## config.mk

```make
export PLATFORM = sky130hd
export DESIGN_NAME = multicycle_control_fsm
export DESIGN_NICKNAME = d
export VERILOG_FILES = /design/src/rtl/multicycle_control_fsm.sv
export SDC_FILE = /design/constraint.sdc
export NUM_CORES = 1
export LEC_CHECK = 0
export ABC_AREA = 1
export ABC_CLOCK_PERIOD_IN_PS = 1300
export CORE_MARGIN = 10
export CORE_UTILIZATION = 35
export CTS_CLUSTER_DIAMETER = 200
export DETAILED_ROUTE_END_ITERATION = 8
export PLACE_DENSITY = 0.82
export SETUP_SLACK_MARGIN = 0.05
export SLEW_MARGIN = 20
export SYNTH_ARGS = -nofsm -noshare
export SYNTH_HDL_FRONTEND = slang
export SYNTH_SLANG_ARGS = --single-unit
```

## constraint.sdc

```tcl
create_clock -name clock -period 1.3 [get_ports clock]
set_clock_uncertainty 0.05 [all_clocks]
set_input_delay 0.195 -clock clock [delete_from_list [all_inputs] [get_ports clock]]
set_output_delay 0.195 -clock clock [all_outputs]
set_load 0.02 [all_outputs]
```

## src/rtl/multicycle_control_fsm.sv

```systemverilog
// multicycle_control_fsm
// Control sequencer for a multicycle RV32I-style datapath. Walks each
// instruction through FETCH / DECODE / EXECUTE / MEMORY / WRITEBACK and
// parks in TRAP on an unsupported opcode until reset.
//
// Ports
//   clock, reset          : rising-edge clock, synchronous active-low reset
//   opcode/funct3/funct7_5: fields of the latched instruction register
//   alu_zero/lt/ltu       : ALU compare flags (used by branches in EXECUTE)
//   mem_req/mem_we/mem_ready : memory handshake
//   pc_write, ir_write, reg_write, adr_src : datapath strobes and address mux
//   alu_op, alu_src_a, alu_src_b, result_src : datapath mux/ALU controls
//   illegal               : sticky illegal-instruction flag (TRAP)
//   state                 : current state encoding
//
// state     | meaning
// FETCH   0 | read instruction, PC <= PC+4 on mem_ready
// DECODE  1 | one cycle, ALU forms PC-relative target, opcode screened
// EXECUTE 2 | ALU operation / branch resolve / jump link
// MEMORY  3 | data access, held until mem_ready
// WRITEBACK 4 | register file write
// TRAP    7 | illegal instruction, exit only by reset
module multicycle_control_fsm (
    input  logic       clock,
    input  logic       reset,
    input  logic [6:0] opcode,
    input  logic [2:0] funct3,
    input  logic       funct7_5,
    input  logic       alu_zero,
    input  logic       alu_lt,
    input  logic       alu_ltu,
    input  logic       mem_ready,
    output logic       mem_req,
    output logic       mem_we,
    output logic       pc_write,
    output logic       ir_write,
    output logic       reg_write,
    output logic       adr_src,
    output logic [3:0] alu_op,
    output logic [1:0] alu_src_a,
    output logic [1:0] alu_src_b,
    output logic [1:0] result_src,
    output logic       illegal,
    output logic [2:0] state
);

    typedef enum logic [2:0] {
        S_FETCH     = 3'd0,
        S_DECODE    = 3'd1,
        S_EXECUTE   = 3'd2,
        S_MEMORY    = 3'd3,
        S_WRITEBACK = 3'd4,
        S_TRAP      = 3'd7
    } state_t;

    localparam logic [3:0] ALU_ADD = 4'b0000;
    localparam logic [3:0] ALU_SUB = 4'b1000;

    state_t state_q, state_d;

    logic is_r, is_i, is_lui, is_auipc, is_jal, is_jalr, is_br, is_ld, is_st;
    logic legal_op, br_taken, br_bad;

    assign is_r     = (opcode == 7'b0110011);
    assign is_i     = (opcode == 7'b0010011);
    assign is_lui   = (opcode == 7'b0110111);
    assign is_auipc = (opcode == 7'b0010111);
    assign is_jal   = (opcode == 7'b1101111);
    assign is_jalr  = (opcode == 7'b1100111);
    assign is_br    = (opcode == 7'b1100011);
    assign is_ld    = (opcode == 7'b0000011);
    assign is_st    = (opcode == 7'b0100011);
    assign legal_op = is_r | is_i | is_lui | is_auipc | is_jal | is_jalr
                    | is_br | is_ld | is_st;

    assign br_bad = (funct3 == 3'b010) || (funct3 == 3'b011);

    always_comb begin
        br_taken = 1'b0;
        case (funct3)
            3'b000:  br_taken = alu_zero;
            3'b001:  br_taken = ~alu_zero;
            3'b100:  br_taken = alu_lt;
            3'b101:  br_taken = ~alu_lt;
            3'b110:  br_taken = alu_ltu;
            3'b111:  br_taken = ~alu_ltu;
            default: br_taken = 1'b0;
        endcase
    end

    always_ff @(posedge clock) begin
        if (!reset) state_q <= S_FETCH;
        else        state_q <= state_d;
    end

    always_comb begin
        state_d    = state_q;
        mem_req    = 1'b0;
        mem_we     = 1'b0;
        pc_write   = 1'b0;
        ir_write   = 1'b0;
        reg_write  = 1'b0;
        adr_src    = 1'b0;
        alu_op     = ALU_ADD;
        alu_src_a  = 2'd0;
        alu_src_b  = 2'd0;
        result_src = 2'd0;

        case (state_q)
            S_FETCH: begin
                mem_req   = 1'b1;
                alu_src_a = 2'd0;
                alu_src_b = 2'd2;
                if (mem_ready) begin
                    ir_write = 1'b1;
                    pc_write = 1'b1;
                    state_d  = S_DECODE;
                end
            end
            S_DECODE: begin
                alu_src_a = 2'd1;
                alu_src_b = 2'd1;
                state_d   = legal_op ? S_EXECUTE : S_TRAP;
            end
            S_EXECUTE: begin
                alu_src_a = 2'd2;
                alu_src_b = 2'd1;
                if (is_r) begin
                    alu_src_b = 2'd0;
                    alu_op    = {funct7_5, funct3};
                    state_d   = S_WRITEBACK;
                end else if (is_i) begin
                    // only SRLI/SRAI carry an operation bit in funct7
                    alu_op  = {(funct3 == 3'b101) ? funct7_5 : 1'b0, funct3};
                    state_d = S_WRITEBACK;
                end else if (is_lui) begin
                    state_d = S_WRITEBACK;
                end else if (is_auipc) begin
                    alu_src_a = 2'd1;
                    state_d   = S_WRITEBACK;
                end else if (is_ld || is_st) begin
                    state_d = S_MEMORY;
                end else if (is_br) begin
                    alu_src_b = 2'd0;
                    alu_op    = ALU_SUB;
                    if (br_bad) begin
                        state_d = S_TRAP;
                    end else begin
                        // target already sits in ALU out from DECODE
                        pc_write = br_taken;
                        state_d  = S_FETCH;
                    end
                end else if (is_jal || is_jalr) begin
                    // link value is old PC + 4, written straight from the ALU
                    alu_src_a  = 2'd1;
                    alu_src_b  = 2'd2;
                    reg_write  = 1'b1;
                    result_src = 2'd2;
                    pc_write   = 1'b1;
                    state_d    = S_FETCH;
                end else begin
                    state_d = S_TRAP;
                end
            end
            S_MEMORY: begin
                mem_req = 1'b1;
                adr_src = 1'b1;
                mem_we  = is_st;
                if (mem_ready) state_d = is_ld ? S_WRITEBACK : S_FETCH;
            end
            S_WRITEBACK: begin
                reg_write  = 1'b1;
                result_src = is_ld ? 2'd1 : 2'd0;
                state_d    = S_FETCH;
            end
            S_TRAP: begin
                state_d = S_TRAP;
            end
            default: begin
                state_d = S_FETCH;
            end
        endcase

        // reset kills every strobe in the cycle it is sampled, mid-handshake included
        if (!reset) begin
            mem_req   = 1'b0;
            mem_we    = 1'b0;
            pc_write  = 1'b0;
            ir_write  = 1'b0;
            reg_write = 1'b0;
        end
    end

    assign state   = state_q;
    assign illegal = (state_q == S_TRAP);

endmodule

```

==> results of run 1 <==
-- per-stage QoR --
step	utilization (%)	cells	area, sq um	setup TNS [ps]	hold WS [ps]
after floorplan	-	114	767.0	-40.95	286.2
after global placement	92.61	199	1395	-15470	617.6
after detailed placement	92.61	199	1395	-17290	647.9
-- cell families after synthesis --
| kind of cell | share of synthesized area, % |
|---|---|
| buffers and inverters | 17.37 |
| xor gates and xnor gates | 1.559 |
| DFF | 10.69 |
| AOI/OAI and AO/OA | 15.82 |
| and+or+nand+nor | 54.56 |
-- synthesized netlist by cell type --
cell and instances:
a211oi_1 1, a21oi_1 6, a31oi_1 1, dfxtp_1 3, inv_1 24, inv_2 2, nand2_1 27, nand2_2 2
nand3_1 12, nand4_1 2, nor2_1 15, nor2_4 1, nor3_1 8, nor4_1 2, o2111ai_1 1, o21ai_0 4
o2bb2ai_1 1, o31ai_1 1, xor2_1 1
==> flow_metrics.env, run 1 <==
export IMPL_synth_area_per_cell_sq_um=4.928
export IMPL_rows=14
export IMPL_post_cts_buffers=8
export IMPL_lastStage="clock tree synthesis"
export IMPL_syn_inst=114
export IMPL_dp_hpwl_um=3025
export IMPL_die_x_um=60.07
export IMPL_pre_cts_ws_ps=-1175
export IMPL_io_buffers=36
export IMPL_ctsResizeCount=192
export IMPL_ys_warn_count=0
export IMPL_cts_hold_buf=0
export IMPL_cts_sinks=3
export IMPL_routabilityCongestion=0.9194
export IMPL_yosysSeqAreaShare_pct=10.69
export IMPL_root_buffer="clkbuf_4"
export IMPL_die_y_um=60.07
export IMPL_synth_seq_cells=3
export IMPL_run_status="did not finish"
export IMPL_cts_htree_levels=1
export IMPL_cts_made_buffers=3
export IMPL_syn_cell_area_sq_um=561.8
export IMPL_synth_top_area_share_pct=18.04
export IMPL_error_line="[ERROR DPL-0038] Utilization greater than 100%, impossible to legalize"
export IMPL_synth_cell_type_count=19
export IMPL_syn_num_nets=131
export IMPL_synthTopCellsByArea="nand2_1, inv_1, dfxtp_1, nand3_1, nor2_1"
export IMPL_ioPinCount=37
export IMPL_yosys_area_top_type="nand2_1"
export IMPL_cts_buffer_depth=2
export IMPL_start_util_pct=37.29
==> run 2: changes to the inputs <==
--- a/config.mk
+++ b/config.mk
@@ -7,12 +7,10 @@
 export LEC_CHECK = 0
 export ABC_AREA = 1
 export ABC_CLOCK_PERIOD_IN_PS = 1300
-export CORE_MARGIN = 10
-export CORE_UTILIZATION = 35
-export CTS_CLUSTER_DIAMETER = 200
+export CORE_AREA = 10 10 71 73
 export DETAILED_ROUTE_END_ITERATION = 8
-export PLACE_DENSITY = 0.82
-export SETUP_SLACK_MARGIN = 0.05
+export DIE_AREA = 0 0 81 83
+export PLACE_DENSITY_LB_ADDON = 0.15
 export SLEW_MARGIN = 20
 export SYNTH_ARGS = -nofsm -noshare
 export SYNTH_HDL_FRONTEND = slang
==> run 2 against run 1 <==
  * The flow now finishes, with violations (setup timing)
  * Synthesized cell count did not move
  * Area after synthesis did not move
==> flow_metrics.env, run 2 <==
export IMPL_pwr_share_clk_pct=12.5
export IMPL_crit_start="state[2]"
export IMPL_min_period_ps=1501
export IMPL_ioPinCount=37
export IMPL_switching_share_pct=44.75
export IMPL_drtIter0Drc=50
export IMPL_synth_edf_count=0
export IMPL_use_met3_pct=1.185
export IMPL_syn_cell_area_sq_um=561.8
export IMPL_required_ps=1050
export IMPL_synth_top_area_share_pct=18.04
export IMPL_postLayoutSetupSlackWorst_ps=-201.5
export IMPL_start_util_pct=15.46
export IMPL_reg2reg_from="state[2]"
export IMPL_die_x_um=81
export IMPL_syn_num_nets=131
export IMPL_largest_reg_flops=3
export IMPL_gr_usage_met2_pct=16.86
export IMPL_globalRouteOverflowTotal=0
export IMPL_power_share_combinational_pct=77.9
export IMPL_holdCritStartpoint="reset"
export IMPL_rows=22
export IMPL_drt_total_wl_um=3061
export IMPL_drive_gt1_share_pct=72.68
export IMPL_clkLatencyLatePin_ps=210
export IMPL_run_status="finished, violations left"
export IMPL_cts_buffer_depth=2
export IMPL_detail_route_antenna_nets=0
export IMPL_yosys_area_top_type="nand2_1"
export IMPL_drv_slew=0
export IMPL_power_leakage_nw=0.8586
export IMPL_setup_viol=18
export IMPL_place_area_sq_um=1398
export IMPL_cts_tree="built"
export IMPL_r2r_end="state[2]"
export IMPL_grt_total_usage_pct=8.809
export IMPL_max_freq_ghz=0.6660
export IMPL_pre_cts_ws_ps=-1065
export IMPL_timing_final_crit_share_pct=115.5
export IMPL_drc_errors=0
export IMPL_antenna_found_initial=0
export IMPL_crit_fanout=5
export IMPL_grt_pass1_vias=1081
export IMPL_synth_seq_cells=3
export IMPL_fin_nets=223
export IMPL_rsz0062_at_grt="yes"
export IMPL_intPower_mw=1.178
export IMPL_stdcell_area_sq_um=1783
export IMPL_dp_hpwl_um=2395
export IMPL_fillers=380
export IMPL_grt_busiest_layer="met2"
export IMPL_relSlewSlack_pct=85.74
export IMPL_root_buffer="clkbuf_8"
export IMPL_tightest_slew_ps=212.3
export IMPL_synth_async_reset_ratio_pct=0
export IMPL_grt_met1_usage_pct=9.658
export IMPL_antenna_cells=0
export IMPL_violations="setup timing"
export IMPL_worstSetupPathType="reg -> out"
export IMPL_synth_area_per_cell_sq_um=4.928
export IMPL_hold_slack_ps=454.4
export IMPL_critPathLaunchType="flip-flop"
export IMPL_dp_cells=235
export IMPL_final_cell_mix="buf_4, buf_6, nand2_2, inv_1, nand2_1"
export IMPL_yosysSeqAreaShare_pct=10.69
export IMPL_cp_arrival_ps=1260
export IMPL_cts_hold_buf=0
export IMPL_avgViaCountPerCell=4.123
export IMPL_hold_violations=0
export IMPL_power_total_mw=2.131
export IMPL_synth_main_ff_cell="dfxtp_1"
export IMPL_power_frac_seq_pct=9.6
export IMPL_path_clk_slew_ps=30
export IMPL_yosys_cell_count_top_type="nand2_1"
export IMPL_cts_made_buffers=3
export IMPL_ir_drop_uv=377.9
export IMPL_grt_max_degree=6
export IMPL_hold_path_end="state[0]"
export IMPL_layout_commonest_cell="buf_4"
export IMPL_hold_depth=4
export IMPL_die_y_um=83
export IMPL_dr_pass1_iters=4
export IMPL_routabilityCongestion=0.7964
export IMPL_maxCapViolations=0
export IMPL_post_drt_wl_per_cell_um=12.10
export IMPL_dieArea_sq_um=6723
export IMPL_core_area_sq_um=3633
export IMPL_cts_sinks=3
export IMPL_synth_cell_type_count=19
export IMPL_vias=1043
export IMPL_cts_htree_levels=1
export IMPL_p_per_area_nw_per_um2=1195
export IMPL_ys_warn_count=0
export IMPL_final_cells=253
export IMPL_synthTopCellsByCount="nand2_1, inv_1, nor2_1, nand3_1, nor3_1"
export IMPL_reg2reg_depth=9
export IMPL_crit_path_end_kind="output pin"
export IMPL_synthTopCellsByArea="nand2_1, inv_1, dfxtp_1, nand3_1, nor2_1"
export IMPL_reg2reg_slack_ps=-40
export IMPL_io_buffers=36
export IMPL_hold_class="in -> reg"
export IMPL_syn_inst=114
export IMPL_syn_to_final_growth_pct=217.4
export IMPL_grt_pass1_wl_um=5009
export IMPL_power_net_switching_mw=0.9539
==> run 2: cell counts after synthesis <==
Identical to the previous run, type by type.
==> run 2: worst max-delay path, cell delays in order (launching register included) <==
cell,delay [ps]
dfxtp_4,350
inv_4,80
nand3_4,120
buf_6,170
nor3_4,170
buf_6,140
==> run 2: logic make-up (layout without fill, tap and decap cells) <==
group | Yosys count | in the layout | synth area share [%]
xor gates and xnor gates | 1 | 1 | 1.559
DFF | 3 | 3 | 10.69
AOI/OAI and AO/OA | 15 | 15 | 15.82
buffers and inverters | 26 | 117 | 17.37
and+or+nand+nor | 69 | 69 | 54.56
==> run 2: per-layer routing <==
metal / vias up / routed length (um)
li1: 556 / -
met1: 474 / 1205
met2: 13 / 1759
met3: 0 / 96
met4: 0 / 0
met5: - / 0
==> run 2: through the flow <==
stage	TNS, ps	util [%]
6_report	-2550	49.07
5_1_grt	-3930	49.07
4_1_cts	-2770	45.83
3_5_place_dp	-15630	38.46
3_3_place_gp	-15360	38.46
2_1_floorplan	-225.3	-
==> run 2: area by class of cell <==
type                            count  area (sq um)  area share [%]
Multi-Input combinational cell     85         747.0           41.89
Inverter                           26         110.1           6.175
Tap cell                           48         60.06           3.368
Clock buffer                        4         45.04           2.526
Sequential cell                     3         68.82           3.860
Timing Repair Buffer               87         752.0           42.18
==> run 2: power by group through the flow <==
stage	Sequential [mW]	Clock, mW	Combinational (mW)
after detailed placement	0.179	0	1.36
final	0.204	0.267	1.66
after CTS	0.190	0.273	1.55
after global routing	0.211	0.282	1.80
after floorplan	0.218	0	0.642
after global placement	0.179	0	1.36
==> run 2: how the worst max path moves through the flow <==
stage,endpoint,slack [ps],cells after the start
2_1_floorplan,alu_op[0],-50,7
3_3_place_gp,alu_op[3],-1000,9
3_5_place_dp,alu_op[1],-1070,9
4_1_cts,mem_we,-210,6
5_1_grt,pc_write,-290,9
6_report,alu_op[1],-200,5
==> run 2: what timing repair did <==
| action | CTS | global route |
|---|---|---|
| pin swaps | 27 | 10 |
| buffers inserted | 12 | 2 |
| endpoints found under the hold margin | 0 | 0 |
| gates resized for setup | 175 | 33 |
| endpoints found under the setup margin | 23 | 20 |
(Power assumes the default switching activity.)
==> run 3: changes to the inputs <==
--- a/config.mk
+++ b/config.mk
@@ -8,6 +8,7 @@
 export ABC_AREA = 1
 export ABC_CLOCK_PERIOD_IN_PS = 1300
 export CORE_AREA = 10 10 71 73
+export CTS_CLUSTER_SIZE = 10
 export DETAILED_ROUTE_END_ITERATION = 8
 export DIE_AREA = 0 0 81 83
 export PLACE_DENSITY_LB_ADDON = 0.15
==> results of run 3 <==
The final DEF is identical to that of run 2; final timing and power are the same.
==> run 4: changes to the inputs <==
--- a/config.mk
+++ b/config.mk
@@ -7,6 +7,7 @@
 export LEC_CHECK = 0
 export ABC_AREA = 1
 export ABC_CLOCK_PERIOD_IN_PS = 1300
+export CAP_MARGIN = 20
 export CORE_AREA = 10 10 71 73
 export CTS_CLUSTER_SIZE = 10
 export DETAILED_ROUTE_END_ITERATION = 8
@@ -16,3 +17,4 @@
 export SYNTH_ARGS = -nofsm -noshare
 export SYNTH_HDL_FRONTEND = slang
 export SYNTH_SLANG_ARGS = --single-unit
+export TNS_END_PERCENT = 5
==> run 4 against run 3 <==
  * The flow still finishes with violations (setup timing)
  * First-iteration DRC count rose by 28%
  * Sequential power down 3%
  * Sequential share of layout area increased by 0.26 points
  * Sequential cell count stayed put
  * Die area unchanged
  * Critical path type unchanged
==> flow_metrics.env, run 4 (synthesized netlist as in run 2, its figures left out) <==
export IMPL_clkLatencyLatePin_ps=220
export IMPL_vias=1040
export IMPL_min_period_ps=1493
export IMPL_antenna_cells=0
export IMPL_final_cell_mix="buf_4, nand2_1, inv_1, buf_6, nand2_2"
export IMPL_detail_route_antenna_nets=0
export IMPL_hold_class="in -> reg"
export IMPL_drc_errors=0
export IMPL_p_per_area_nw_per_um2=1204
export IMPL_drt_total_wl_um=2994
export IMPL_start_util_pct=15.46
export IMPL_reg2reg_slack_ps=-60
export IMPL_drv_slew=0
export IMPL_grt_max_degree=6
export IMPL_globalRouteOverflowTotal=0
export IMPL_worstSetupPathType="reg -> out"
export IMPL_register_area_sq_um=68.82
export IMPL_required_ps=1050
export IMPL_largest_reg_flops=3
export IMPL_reg2reg_depth=9
export IMPL_multi_input_area_sq_um=669.4
export IMPL_place_area_sq_um=1403
export IMPL_core_area_sq_um=3633
export IMPL_cts_htree_levels=1
export IMPL_hold_path_end="state[0]"
export IMPL_dp_cells=236
export IMPL_dr_pass1_iters=4
export IMPL_hold_violations=0
export IMPL_crit_family="flip-flops"
export IMPL_syn_to_final_growth_pct=197.3
export IMPL_stdcell_area_sq_um=1670
export IMPL_rows=22
export IMPL_path_clk_slew_ps=30
export IMPL_critPathMaxStageDelay_ps=350
export IMPL_grt_total_usage_pct=9.130
export IMPL_pre_cts_ws_ps=-1037
export IMPL_antenna_found_initial=0
export IMPL_power_leakage_nw=0.8223
export IMPL_dieArea_sq_um=6723
export IMPL_path_buf_inv=3
export IMPL_fillers=399
export IMPL_tightest_slew_ps=295.2
export IMPL_die_x_um=81
export IMPL_postLayoutSetupSlackWorst_ps=-193.0
export IMPL_root_buffer="clkbuf_8"
export IMPL_run_status="finished, violations left"
export IMPL_crit_path_end_kind="output pin"
export IMPL_layout_commonest_cell="buf_4"
export IMPL_max_freq_ghz=0.6698
export IMPL_rsz0062_at_grt="yes"
export IMPL_cp_arrival_ps=1250
export IMPL_hold_depth=4
export IMPL_critPathLaunchType="flip-flop"
export IMPL_violations="setup timing"
export IMPL_io_buffers=36
export IMPL_post_drt_wl_per_cell_um=11.93
export IMPL_reg2reg_from="state[2]"
export IMPL_cts_tree="built"
export IMPL_r2r_end="state[2]"
export IMPL_drtIter0Drc=64
export IMPL_cts_buffer_depth=2
export IMPL_crit_chain="inv_4, nand3_4, inv_4, nand3_4, a21oi_4, buf_6"
export IMPL_timing_final_crit_share_pct=114.8
export IMPL_finish_utilization_pct=45.97
export IMPL_crit_fanout=4
export IMPL_fin_nets=221
export IMPL_grt_pass1_vias=1164
export IMPL_setup_viol=20
export IMPL_relSlewSlack_pct=80.20
export IMPL_cts_hold_buf=0
export IMPL_cp_slowest_cell="dfxtp_4"
export IMPL_cts_sinks=3
export IMPL_ir_drop_uv=390.8
export IMPL_holdCritStartpoint="reset"
export IMPL_die_y_um=83
export IMPL_final_cells=251
export IMPL_drive_gt1_share_pct=67.00
export IMPL_grt_pass1_wl_um=5099
export IMPL_routabilityCongestion=0.7466
export IMPL_avgViaCountPerCell=4.143
export IMPL_cts_made_buffers=3
export IMPL_hold_slack_ps=426.5
export IMPL_dp_hpwl_um=2406
export IMPL_maxCapViolations=0
export IMPL_ioPinCount=37
## run 4: worst max path at each step
stage | from | endpoint | slack (ps) | depth (start not counted)
after floorplan | opcode[6] | alu_op[0] | -50 | 7
after global placement | opcode[6] | alu_op[3] | -1010 | 9
after detailed placement | opcode[6] | alu_src_a[0] | -1040 | 9
after CTS | state[2] | pc_write | -200 | 7
after global routing | opcode[2] | pc_write | -270 | 10
final | state[2] | reg_write | -190 | 6
## run 4: per-stage QoR
step | TNS, ps | total power [mW]
finish | -2716 | 2.012
floorplan | -259.6 | 0.8589
global placement | -15430 | 1.541
CTS | -2928 | 2.005
detailed placement | -15680 | 1.544
global route | -4059 | 2.149
## run 4: worst min-delay path, cell delays in order
cell	delay (ps)
dlygate4sd2_1	220
buf_4	120
nand3_1	70
nand2_1	60
## run 4: final cells by class
type                    instances  area share, %
flip-flops and latches          3          4.120
repair buffers                 85          43.22
well taps                      48          3.596
multi-input cells              85          40.07
inverters                      26          6.292
clock buffers                   4          2.697
## run 4: power breakdown
group          leakage, nW  internal, mW  total, mW  switching [mW]
combinational        0.773         0.743       1.53           0.789
sequential          0.0264         0.143      0.197          0.0542
clock               0.0228         0.210      0.282          0.0720
## run 4: metal layers
layer  global-route usage [%]  up-vias  part of all wire (%)
li1                         -      545                     -
met3                    1.940        4                   5.0
met2                    18.59       20                    57
met5                        0        -                     0
met4                    2.347        0                   1.0
met1                    8.502      471                    37
## run 4: what timing repair did
item	CTS	global route
pin swaps	29	6
gates resized for setup	176	9
setup buffers	11	0
endpoints found under the setup margin	23	20
endpoints found under the hold margin	0	0
